==> src/rtl/sata_link_pkg.sv <==
// Shared SATA link-layer types: primitive codes, primitive dword values, K-mask.
package sata_link_pkg;

  typedef enum logic [4:0] {
    PRIM_NONE    = 5'd0,
    PRIM_ILLEGAL = 5'd1,
    PRIM_SYNC, PRIM_R_RDY, PRIM_R_IP, PRIM_R_OK, PRIM_R_ERR, PRIM_SOF, PRIM_EOF,
    PRIM_WTRM, PRIM_X_RDY, PRIM_HOLD, PRIM_HOLDA, PRIM_DMAT, PRIM_PMREQ_P,
    PRIM_PMREQ_S, PRIM_PMACK, PRIM_PMNAK, PRIM_ALIGN, PRIM_CONT
  } prim_e;

  typedef enum logic [1:0] {ST_IDLE, ST_NORMAL, ST_CONT} rx_state_e;

  localparam logic [3:0]  K_MASK     = 4'b0001;

  localparam logic [31:0] DW_ALIGN   = 32'h7B4A4ABC;
  localparam logic [31:0] DW_CONT    = 32'h9999AA7C;
  localparam logic [31:0] DW_SYNC    = 32'hB5B5957C;
  localparam logic [31:0] DW_R_RDY   = 32'h4A4A957C;
  localparam logic [31:0] DW_R_IP    = 32'h5555B57C;
  localparam logic [31:0] DW_R_OK    = 32'h3535B57C;
  localparam logic [31:0] DW_R_ERR   = 32'h5656B57C;
  localparam logic [31:0] DW_SOF     = 32'h3737B57C;
  localparam logic [31:0] DW_EOF     = 32'hD5D5B57C;
  localparam logic [31:0] DW_WTRM    = 32'h5858B57C;
  localparam logic [31:0] DW_X_RDY   = 32'h5757B57C;
  localparam logic [31:0] DW_HOLD    = 32'hD5D5AA7C;
  localparam logic [31:0] DW_HOLDA   = 32'h9595AA7C;
  localparam logic [31:0] DW_DMAT    = 32'h3636B57C;
  localparam logic [31:0] DW_PMREQ_P = 32'h1717B57C;
  localparam logic [31:0] DW_PMREQ_S = 32'h7575957C;
  localparam logic [31:0] DW_PMACK   = 32'h9595957C;
  localparam logic [31:0] DW_PMNAK   = 32'hF5F5957C;

endpackage

==> src/rtl/link_rx_prim_if.sv <==
// PHY-side dword stream plus decoded primitive/data stream for link_rx_prim.
// Counter signals exist only with LINK_RX_PRIM_STATS_EN defined.
interface link_rx_prim_if;
  import sata_link_pkg::*;

  logic        phy_ready;
  logic [31:0] data_in;
  logic [3:0]  charisk_in;
  logic [3:0]  err_in;
  logic        prim_valid;
  prim_e       prim_code;
  logic [31:0] data_out;
  logic        data_valid;
  logic        err_out;
  logic        cont_active;
`ifdef LINK_RX_PRIM_STATS_EN
  logic [15:0] align_cnt;
  logic [15:0] err_cnt;
  logic [15:0] cont_cnt;
`endif

  modport master (
    output phy_ready, data_in, charisk_in, err_in,
    input  prim_valid, prim_code, data_out, data_valid, err_out, cont_active
`ifdef LINK_RX_PRIM_STATS_EN
    , input align_cnt, err_cnt, cont_cnt
`endif
  );

  modport slave (
    input  phy_ready, data_in, charisk_in, err_in,
    output prim_valid, prim_code, data_out, data_valid, err_out, cont_active
`ifdef LINK_RX_PRIM_STATS_EN
    , output align_cnt, err_cnt, cont_cnt
`endif
  );
endinterface

==> src/rtl/link_prim_match.sv <==
// Combinational primitive lookup; anything that is not K=0001 plus a table hit is ILLEGAL.
module link_prim_match
  import sata_link_pkg::*;
(
  input  logic [31:0] data_in,
  input  logic [3:0]  charisk_in,
  output prim_e       prim_code
);
  always_comb begin
    prim_code = PRIM_ILLEGAL;
    if (charisk_in == K_MASK) begin
      case (data_in)
        DW_ALIGN:   prim_code = PRIM_ALIGN;
        DW_CONT:    prim_code = PRIM_CONT;
        DW_SYNC:    prim_code = PRIM_SYNC;
        DW_R_RDY:   prim_code = PRIM_R_RDY;
        DW_R_IP:    prim_code = PRIM_R_IP;
        DW_R_OK:    prim_code = PRIM_R_OK;
        DW_R_ERR:   prim_code = PRIM_R_ERR;
        DW_SOF:     prim_code = PRIM_SOF;
        DW_EOF:     prim_code = PRIM_EOF;
        DW_WTRM:    prim_code = PRIM_WTRM;
        DW_X_RDY:   prim_code = PRIM_X_RDY;
        DW_HOLD:    prim_code = PRIM_HOLD;
        DW_HOLDA:   prim_code = PRIM_HOLDA;
        DW_DMAT:    prim_code = PRIM_DMAT;
        DW_PMREQ_P: prim_code = PRIM_PMREQ_P;
        DW_PMREQ_S: prim_code = PRIM_PMREQ_S;
        DW_PMACK:   prim_code = PRIM_PMACK;
        DW_PMNAK:   prim_code = PRIM_PMNAK;
        default:    prim_code = PRIM_ILLEGAL;
      endcase
    end
  end
endmodule

==> src/rtl/link_rx_prim.sv <==
// SATA link RX first stage: classify dwords, drop ALIGN, expand CONTp, register outputs.
// Optional saturating counters enabled by LINK_RX_PRIM_STATS_EN.
module link_rx_prim
  import sata_link_pkg::*;
#(
  parameter int DATA_BYTE_WIDTH = 4
) (
  input logic          clk,
  input logic          rst,
  link_rx_prim_if.slave rx
);
  if (DATA_BYTE_WIDTH != 4) begin : g_bad_width
    $error("link_rx_prim: only DATA_BYTE_WIDTH = 4 is supported");
  end

  prim_e       match_code;
  rx_state_e   state_q, state_d;
  prim_e       last_q, last_d;
  prim_e       code_q, code_d;
  logic        pv_q, pv_d, dv_q, dv_d, err_q, err_d, cont_q, cont_d;
  logic [31:0] data_q, data_d;
  logic        is_align, is_data, any_err;

  link_prim_match u_match (
    .data_in    (rx.data_in),
    .charisk_in (rx.charisk_in),
    .prim_code  (match_code)
  );

  assign is_align = (match_code == PRIM_ALIGN);
  assign is_data  = (rx.charisk_in == 4'b0000);
  assign any_err  = |rx.err_in;

  always_comb begin
    state_d = state_q;
    last_d  = last_q;
    pv_d    = 1'b0;
    code_d  = PRIM_NONE;
    dv_d    = 1'b0;
    data_d  = '0;
    err_d   = 1'b0;
    if (!rx.phy_ready) begin
      state_d = ST_IDLE;
      last_d  = PRIM_NONE;
    end else if (state_q == ST_CONT) begin
      // Junk after CONTp is scrambled filler: repeat last_prim, ignore its err_in.
      if (!is_align) begin
        pv_d = 1'b1;
        if (is_data || match_code == PRIM_CONT) begin
          code_d = last_q;
        end else if (match_code == PRIM_ILLEGAL) begin
          code_d  = PRIM_ILLEGAL;
          err_d   = 1'b1;
          state_d = ST_NORMAL;
          last_d  = PRIM_NONE;
        end else begin
          code_d  = match_code;
          err_d   = any_err;
          last_d  = match_code;
          state_d = ST_NORMAL;
        end
      end
    end else begin
      // IDLE with phy_ready high decodes like NORMAL (last_prim is already NONE).
      state_d = ST_NORMAL;
      if (is_data) begin
        dv_d   = 1'b1;
        data_d = rx.data_in;
        err_d  = any_err;
      end else if (!is_align) begin
        pv_d = 1'b1;
        if (match_code == PRIM_ILLEGAL) begin
          code_d = PRIM_ILLEGAL;
          err_d  = 1'b1;
        end else if (match_code == PRIM_CONT) begin
          if (last_q != PRIM_NONE) begin
            code_d  = last_q;
            err_d   = any_err;
            state_d = ST_CONT;
          end else begin
            code_d = PRIM_ILLEGAL;
            err_d  = 1'b1;
          end
        end else begin
          code_d = match_code;
          err_d  = any_err;
          last_d = match_code;
        end
      end
    end
    cont_d = (state_d == ST_CONT);
  end

  always_ff @(posedge clk or posedge rst) begin
    if (rst) begin
      state_q <= ST_IDLE;
      last_q  <= PRIM_NONE;
      pv_q    <= 1'b0;
      code_q  <= PRIM_NONE;
      dv_q    <= 1'b0;
      data_q  <= '0;
      err_q   <= 1'b0;
      cont_q  <= 1'b0;
    end else begin
      state_q <= state_d;
      last_q  <= last_d;
      pv_q    <= pv_d;
      code_q  <= code_d;
      dv_q    <= dv_d;
      data_q  <= data_d;
      err_q   <= err_d;
      cont_q  <= cont_d;
    end
  end

  assign rx.prim_valid  = pv_q;
  assign rx.prim_code   = code_q;
  assign rx.data_valid  = dv_q;
  assign rx.data_out    = data_q;
  assign rx.err_out     = err_q;
  assign rx.cont_active = cont_q;

`ifdef LINK_RX_PRIM_STATS_EN
  logic [15:0] align_cnt_q, align_cnt_d, err_cnt_q, err_cnt_d, cont_cnt_q, cont_cnt_d;

  always_comb begin
    align_cnt_d = align_cnt_q;
    err_cnt_d   = err_cnt_q;
    cont_cnt_d  = cont_cnt_q;
    if (rx.phy_ready && is_align && align_cnt_q != 16'hFFFF) align_cnt_d = align_cnt_q + 16'd1;
    if (err_d && err_cnt_q != 16'hFFFF)                      err_cnt_d   = err_cnt_q + 16'd1;
    if (state_q != ST_CONT && state_d == ST_CONT && cont_cnt_q != 16'hFFFF)
      cont_cnt_d = cont_cnt_q + 16'd1;
  end

  always_ff @(posedge clk or posedge rst) begin
    if (rst) begin
      align_cnt_q <= '0;
      err_cnt_q   <= '0;
      cont_cnt_q  <= '0;
    end else begin
      align_cnt_q <= align_cnt_d;
      err_cnt_q   <= err_cnt_d;
      cont_cnt_q  <= cont_cnt_d;
    end
  end

  assign rx.align_cnt = align_cnt_q;
  assign rx.err_cnt   = err_cnt_q;
  assign rx.cont_cnt  = cont_cnt_q;
`endif
endmodule

==> src/flat_wrapper.sv <==
// flat-port wrapper written by rule: the top's interface ports become plain ports
module link_rx_prim_flat import sata_link_pkg::*;
#(
  parameter int DATA_BYTE_WIDTH = 4
)
  (clk, rst, rx_phy_ready, rx_data_in, rx_charisk_in, rx_err_in, rx_prim_valid, rx_prim_code, rx_data_out, rx_data_valid, rx_err_out, rx_cont_active);
  link_rx_prim_if rx_i ();
  input logic clk;
  input logic rst;
  input wire logic [$bits(rx_i.phy_ready)-1:0] rx_phy_ready;
  input wire logic [$bits(rx_i.data_in)-1:0] rx_data_in;
  input wire logic [$bits(rx_i.charisk_in)-1:0] rx_charisk_in;
  input wire logic [$bits(rx_i.err_in)-1:0] rx_err_in;
  output wire logic [$bits(rx_i.prim_valid)-1:0] rx_prim_valid;
  output wire logic [$bits(rx_i.prim_code)-1:0] rx_prim_code;
  output wire logic [$bits(rx_i.data_out)-1:0] rx_data_out;
  output wire logic [$bits(rx_i.data_valid)-1:0] rx_data_valid;
  output wire logic [$bits(rx_i.err_out)-1:0] rx_err_out;
  output wire logic [$bits(rx_i.cont_active)-1:0] rx_cont_active;
  assign rx_i.phy_ready = rx_phy_ready;
  assign rx_i.data_in = rx_data_in;
  assign rx_i.charisk_in = rx_charisk_in;
  assign rx_i.err_in = rx_err_in;
  assign rx_prim_valid = rx_i.prim_valid;
  assign rx_prim_code = rx_i.prim_code;
  assign rx_data_out = rx_i.data_out;
  assign rx_data_valid = rx_i.data_valid;
  assign rx_err_out = rx_i.err_out;
  assign rx_cont_active = rx_i.cont_active;
  link_rx_prim #(.DATA_BYTE_WIDTH(DATA_BYTE_WIDTH)) u_core (.clk(clk), .rst(rst), .rx(rx_i));
endmodule
==> config.mk <==
export PLATFORM = sky130hd
export DESIGN_NAME = link_rx_prim_flat
export DESIGN_NICKNAME = d
export VERILOG_FILES = /design/src/rtl/sata_link_pkg.sv /design/src/rtl/link_rx_prim_if.sv /design/src/rtl/link_prim_match.sv /design/src/rtl/link_rx_prim.sv /design/src/flat_wrapper.sv
export SDC_FILE = /design/constraint.sdc
export NUM_CORES = 1
export LEC_CHECK = 0
export CAP_MARGIN = 20
export CORE_UTILIZATION = 45
export CTS_CLUSTER_DIAMETER = 120
export CTS_CLUSTER_SIZE = 14
export DETAILED_ROUTE_END_ITERATION = 7
export PLACE_DENSITY = 0.79
export SLEW_MARGIN = 25
export SYNTH_ARGS = -nofsm -noshare
export SYNTH_HDL_FRONTEND = slang
export SYNTH_SLANG_ARGS = --single-unit
==> constraint.sdc <==
create_clock -name clk -period 1.7 [get_ports clk]
set_input_delay 0.255 -clock clk [delete_from_list [all_inputs] [get_ports clk]]
set_output_delay 0.255 -clock clk [all_outputs]
set_load 0.02 [all_outputs]
Yosys cells after proc, flatten, opt, wreduce, memory -nomap -nowiden
Cells that the tools add are included.
{ "classes": {"reduce_logical": 5, "eq_ne": 29, "n_mux": 50} }
{ "op_table": {"columns": ["cell", "n"], "rows": [
  ["$eq A32 B31 Y1 const B", 7],
  ["$eq A32 B32 Y1 const B", 7],
  ["$mux W5", 20],
  ["$eq A32 B30 Y1 const B", 3],
  ["$mux W32", 3],
  ["$pmux W5 S18", 1],
  ["$eq A32 B29 Y1 const B", 1],
  ["$mux W2", 9],
  ["$mux W1", 17],
  ["$eq A5 B5 Y1 const B", 2],
  ["$ne A3 B2 Y1 const B", 2],
  ["$ne A3 B3 Y1 const B", 2],
  ["$eq A5 B1 Y1 const B", 1],
  ["$reduce_and A5 Y1", 1],
  ["$reduce_bool A5 Y1", 1],
  ["$eq A2 B2 Y1 const B", 2],
  ["$eq A4 B1 Y1 const B", 1],
  ["$logic_not A4 Y1", 1],
  ["$reduce_or A4 Y1", 1],
  ["$ne A2 B2 Y1 const B", 1],
  ["$logic_or A1 B1 Y1", 1]
]} }
{ "word_totals": {"ff_bits": 48} }

Depth between registers and ports, before layout
{ "depth": {"ltp_word": 11, "depth_mapped": 10} }

Cells and area by module
Synthesis repeated with hierarchy kept, for this count alone.
{ "unflattened": {"cells_unflattened": 229, "area_unflattened_um2": 2443.6} }
{ "by_module_without_submodules": {"columns": ["module", "area_per_inst_um2", "seq_area_each_um2", "instances", "cells_each"], "rows": [
  ["link_rx_prim", 1865.5, 1201.2, 1, 149],
  ["link_prim_match", 578.1, 0.0, 1, 80]
]} }

Worst setup path before layout
No wires, ideal clock.
{ "synth_timing": {"kind": "in2reg", "start": "input rx_data_in[16]", "end": "register u_core.cont_q (netlist: u_core.rx.cont_active)", "arrival_ns": 2.205, "slack_ns": -0.624, "path_stages": 8, "path_buffers": 0, "required_ns": 1.580, "cell_sequence": "or4_4 nor4_4 nand4_2 a31oi_4 o31ai_2 nor3_4 o21ai_2 and3_1"} }
{ "synth_via": {"elab_chain_len": 11, "word_cells_on_any_way": 33, "classes_between": "eq/ne: 22; mux: 10; reduce/logical: 1"} }
{ "synth_rtl": {"columns": ["item", "line_no", "source"], "rows": [
  ["from (decl)", "flat_wrapper.sv:11", "input wire logic [$bits(rx_i.data_in)-1:0] rx_data_in;"],
  ["$eq A32 B32 Y1 (tied with other cells)", "link_prim_match.sv:12", "case (data_in)"],
  ["$pmux W5 S18 *", "link_prim_match.sv:12", null],
  ["$mux W5 *", "link_prim_match.sv:11", "if (charisk_in == K_MASK) begin"],
  ["$eq A5 B5 Y1", "link_rx_prim.sv:49, link_rx_prim.sv:75", null],
  ["$mux W2", "link_rx_prim.sv:75", "end else if (match_code == PRIM_CONT) begin"],
  ["$mux W2", "link_rx_prim.sv:72", "if (match_code == PRIM_ILLEGAL) begin"],
  ["$mux W2", "link_rx_prim.sv:70", "end else if (!is_align) begin"],
  ["$mux W2", "link_rx_prim.sv:66", "if (is_data) begin"],
  ["$mux W2 *", "link_rx_prim.sv:45", "end else if (state_q == ST_CONT) begin"],
  ["$mux W2 *", "link_rx_prim.sv:42", "if (!rx.phy_ready) begin"],
  ["$eq A2 B2 Y1 *", "link_rx_prim.sv:91", "cont_d = (state_d == ST_CONT);"],
  ["via u_core.cont_d", "link_rx_prim.sv:20", "logic pv_q, pv_d, dv_q, dv_d, err_q, err_d, cont_q, cont_d;"],
  ["to (signal assigned)", "link_rx_prim.sv:112", "cont_q <= cont_d;"],
  ["to (decl)", "link_rx_prim.sv:20", null]
]} }
Mark *: on every way through the listed nets, which the timed path passes. The rest lies on a longest branch.
A chain may end at the register's enable or synchronous reset.

Worst setup path after layout
{ "layout_timing": {"start": "input rx_data_in[22]", "end": "register u_core.cont_q (netlist: u_core.rx.cont_active)"} }
Same word-level chain as after synthesis.

==> results.py <==
metrics = {
    "worst_setup_path": {
        "critPathMaxStageDelay_ns": 0.38,
        "cp_slowest_cell": "nor4_4",
        "cp.required_ns": 1.90,
        "path_class": "primary input to flop",
        "crit_chain": "clkdlybuf4s15_1 -> nand4bb_1 -> buf_4 -> nor4_4 -> nand4_4 -> a31oi_4 -> o31ai_4 -> nor3_4 -> o21ai_2 -> and3_1",
        "crit_path_end_kind": "flop",
        "arrival_ns": 2.58,
        "crit_fanout": 6,
        "startpoint_type": "primary input",
    },
    "grt": {
        "grt_pass1_vias": 3003,
        "antenna_found_initial": 0,
        "grt_pass1_wl_um": 16030,
        "overflow": 0,
        "grt_max_degree": 49,
        "track_usage": 0.3538,
    },
    "status": {
        "violations": "negative setup slack",
        "status": "complete, but fails checks",
    },
    "floorplan": {
        "dieHeight_um": 77.26,
        "start_util": 0.4657,
        "rows": 27,
        "top_level_ports": 84,
        "core_sq_um": 5473,
        "die_area_sq_um": 5968,
        "die-width_um": 77.26,
    },
    "layout": {
        "fillers": 279,
        "diodes": 0,
        "final_nets": 481,
        "instances_no_fill": 510,
        "drive_gt1_frac": 0.4292,
        "syn_to_final_growth_pct": 83.85,
        "final_cell_mix": "buf_4 (84), clkdlybuf4s50_1 (51), dfrtp_1 (48)",
        "finish.utilization": 0.8562,
        "final_common_cell": "buf_4",
    },
    "cts": {
        "clockBufferDepth": 2,
        "clk_latency_ns": 0.31,
        "htreeDepth": 2,
        "cts_tree": "built",
        "clkTransAtPathRegs_ns": 0.09,
        "cts_sinks": 48,
        "root_buffer": "clkbuf_8",
        "holdBufCountCts": 0,
        "cts_buffers": 5,
    },
    "placed_design": {
        "portBuffers": 83,
        "dp_cells": 476,
        "hpwl_um": 6271,
        "place.gp.congestion": 0.9345,
        "dp_slack_ns": -1.204,
    },
    "timing": {
        "setup_viol": 15,
        "finalSetupTns_ns": -9.222,
        "drv_slew": 0,
        "finalCriticalPeriod_ns": 2.383,
        "clock.fmax_ghz": 0.4197,
        "worst_pin_slew_ns": 0.6849,
        "skew_ns": 0.008012,
        "rsz0062_at_grt": "yes",
        "fin_crit_sh": 1.402,
        "slew_headroom": 0.5399,
        "finalHoldViolCount": 0,
        "setup_ws_ns": -0.6829,
    },
    "pwr": {
        "combPwrFrac": 0.184,
        "p_per_area_nw_per_um2": 478.0,
        "sw_frac_of_total": 0.2707,
        "cellLeakagePower_nw": 2.048,
        "irDropWorstVdd_mv": 0.3640,
        "clockPowerShare": 0.300,
        "switchingPower_w": 0.0006063,
        "p_seq_frac": 0.517,
        "p_int_w": 0.001634,
    },
    "routing": {
        "firstDrtPassIters": 5,
        "num_vias": 3221,
        "drc": 0,
        "viasPerCell": 6.316,
        "postRouteAntennaNets": 0,
        "wl_um": 11440,
        "drt_first_iter_violations": 363,
        "route.detailed.wl_per_inst_um": 22.44,
    },
    "synth": {
        "synth-edff-count": 0,
        "synth-seq-cells": 48,
        "yosys_warnings": 0,
        "async_flop_share": 1.000,
        "syn_avg_cell_area_sq_um": 9.765,
        "yosysUniqueCellTypes": 49,
        "syn-cell-area_sq_um": 2549,
        "ys.flop_type": "dfrtp_1",
        "synthesis.instances": 261,
        "syn-num-nets": 304,
        "ys_seq_area_frac": 0.4713,
    },
    "hold_path": {
        "hold_class": "primary input to flop",
    },
    "flow_run": {
        "max_cap_violations": 0,
    },
}
-- worst max-delay path, delay by kind of cell --
family / cells / cell delay [ns]
and+or+nand+nor: 5 / 1.25
AOI/OAI and AO/OA: 3 / 0.59
buffers and inverters: 2 / 0.47
-- cell families (layout without fill, tap and decap cells) --
kind of cell | count (synthesis) | in the layout | synth area share
buffers and inverters | 18 | 195 | 0.02700
AOI/OAI and AO/OA | 48 | 48 | 0.1355
DFF | 48 | 48 | 0.4713
and+or+nand+nor | 147 | 147 | 0.3662
-- Yosys cell counts (2+ instances only) --
cell       number  area [sq um]
a21oi_1         4         20.02
a221oi_1        3         26.28
a31oi_1         3         18.77
and2_1         33         206.5
and3_1          4         25.02
clkbuf_1       11         41.29
dfrtp_1        48          1201
inv_1           6         22.52
nand2_1        20         75.07
nand2b_1        3         18.77
nand3_1        14         70.07
nand3b_1        2         15.01
nand4_1         9         56.30
nand4bb_1       7         78.83
nor2_1         16         60.06
nor3_1         13         65.06
nor4_1          9         56.30
nor4_4          2         42.54
o2111ai_1       3         26.28
o211ai_1        4         30.03
o21ai_0        15         75.07
o22ai_1         2         12.51
o41ai_1         2         17.52
or3_1           3         18.77
-- worst paths after layout --
| kind | start | end | slack, ns | cells after the start |
|---|---|---|---|---|
| max in group asynchronous | rst | u_core.rx.data_out[27] | 1.16 | 3 |
| min reg2reg | u_core.last_q[1] | u_core.last_q[1] | 0.58 | 2 |
| min | rx_data_in[21] | u_core.rx.data_out[21] | 0.19 | 2 |
| max | rx_data_in[22] | u_core.rx.cont_active | -0.68 | 10 |
| max reg2reg | u_core.state_q[0] | u_core.rx.prim_code[2] | 0.15 | 4 |
| min in group asynchronous | rst | u_core.rx.err_out | 0.31 | 3 |
-- metal layers --
| metal | wire (um) | global-route usage | part of all wire |
|---|---|---|---|
| met2 | 5321 | 0.5841 | 0.47 |
| met5 | 0 | 0 | 0 |
| met1 | 4300 | 0.4606 | 0.38 |
| met3 | 1082 | 0.06071 | 0.095 |
| met4 | 737 | 0.1377 | 0.064 |
-- flip-flops by register name (all words and copies together), names as in the netlist --
signal,cells
u_core.rx.data_valid,1
u_core.rx.prim_valid,1
u_core.rx.err_out,1
u_core.last_q,5
u_core.rx.prim_code,5
u_core.rx.cont_active,1
u_core.rx.data_out,32
u_core.state_q,2
-- metrics by stage --
stage	area [sq um]	hold WS (ns)	power, W
global route	4686	0.2029	0.002299
CTS	4532	0.2022	0.002173
global placement	4044	0.5218	0.001534
floorplan	2610	0.3836	0.001290
detailed placement	4044	0.5422	0.001541
finish	4686	0.1935	0.002240
-- cell type report --
cell class / count / area, sq um / area share
clock inverters: 1 / 5.005 / 0.001068
well taps: 72 / 90.09 / 0.01923
multi-input cells: 195 / 1724 / 0.3680
clock buffers: 6 / 72.57 / 0.01549
repair buffers: 182 / 1570 / 0.3351
flip-flops and latches: 48 / 1201 / 0.2563
inverters: 6 / 22.52 / 0.004806
-- power by group through the flow --
stage                     Sequential, W  Combinational, W  Clock [W]
after floorplan                 0.00119         0.0000949          0
after global placement          0.00118          0.000355          0
after global routing            0.00116          0.000431   0.000710
after detailed placement        0.00118          0.000362          0
final                           0.00116          0.000412   0.000671
after CTS                       0.00116          0.000373   0.000644
-- repair_timing --
action,4_1_cts,5_1_grt
endpoints found under the hold margin,0,0
buffers inserted,15,14
setup endpoints to repair,15,46
resized for setup,128,48
pin swaps,43,31
(Power assumes the default switching activity.)
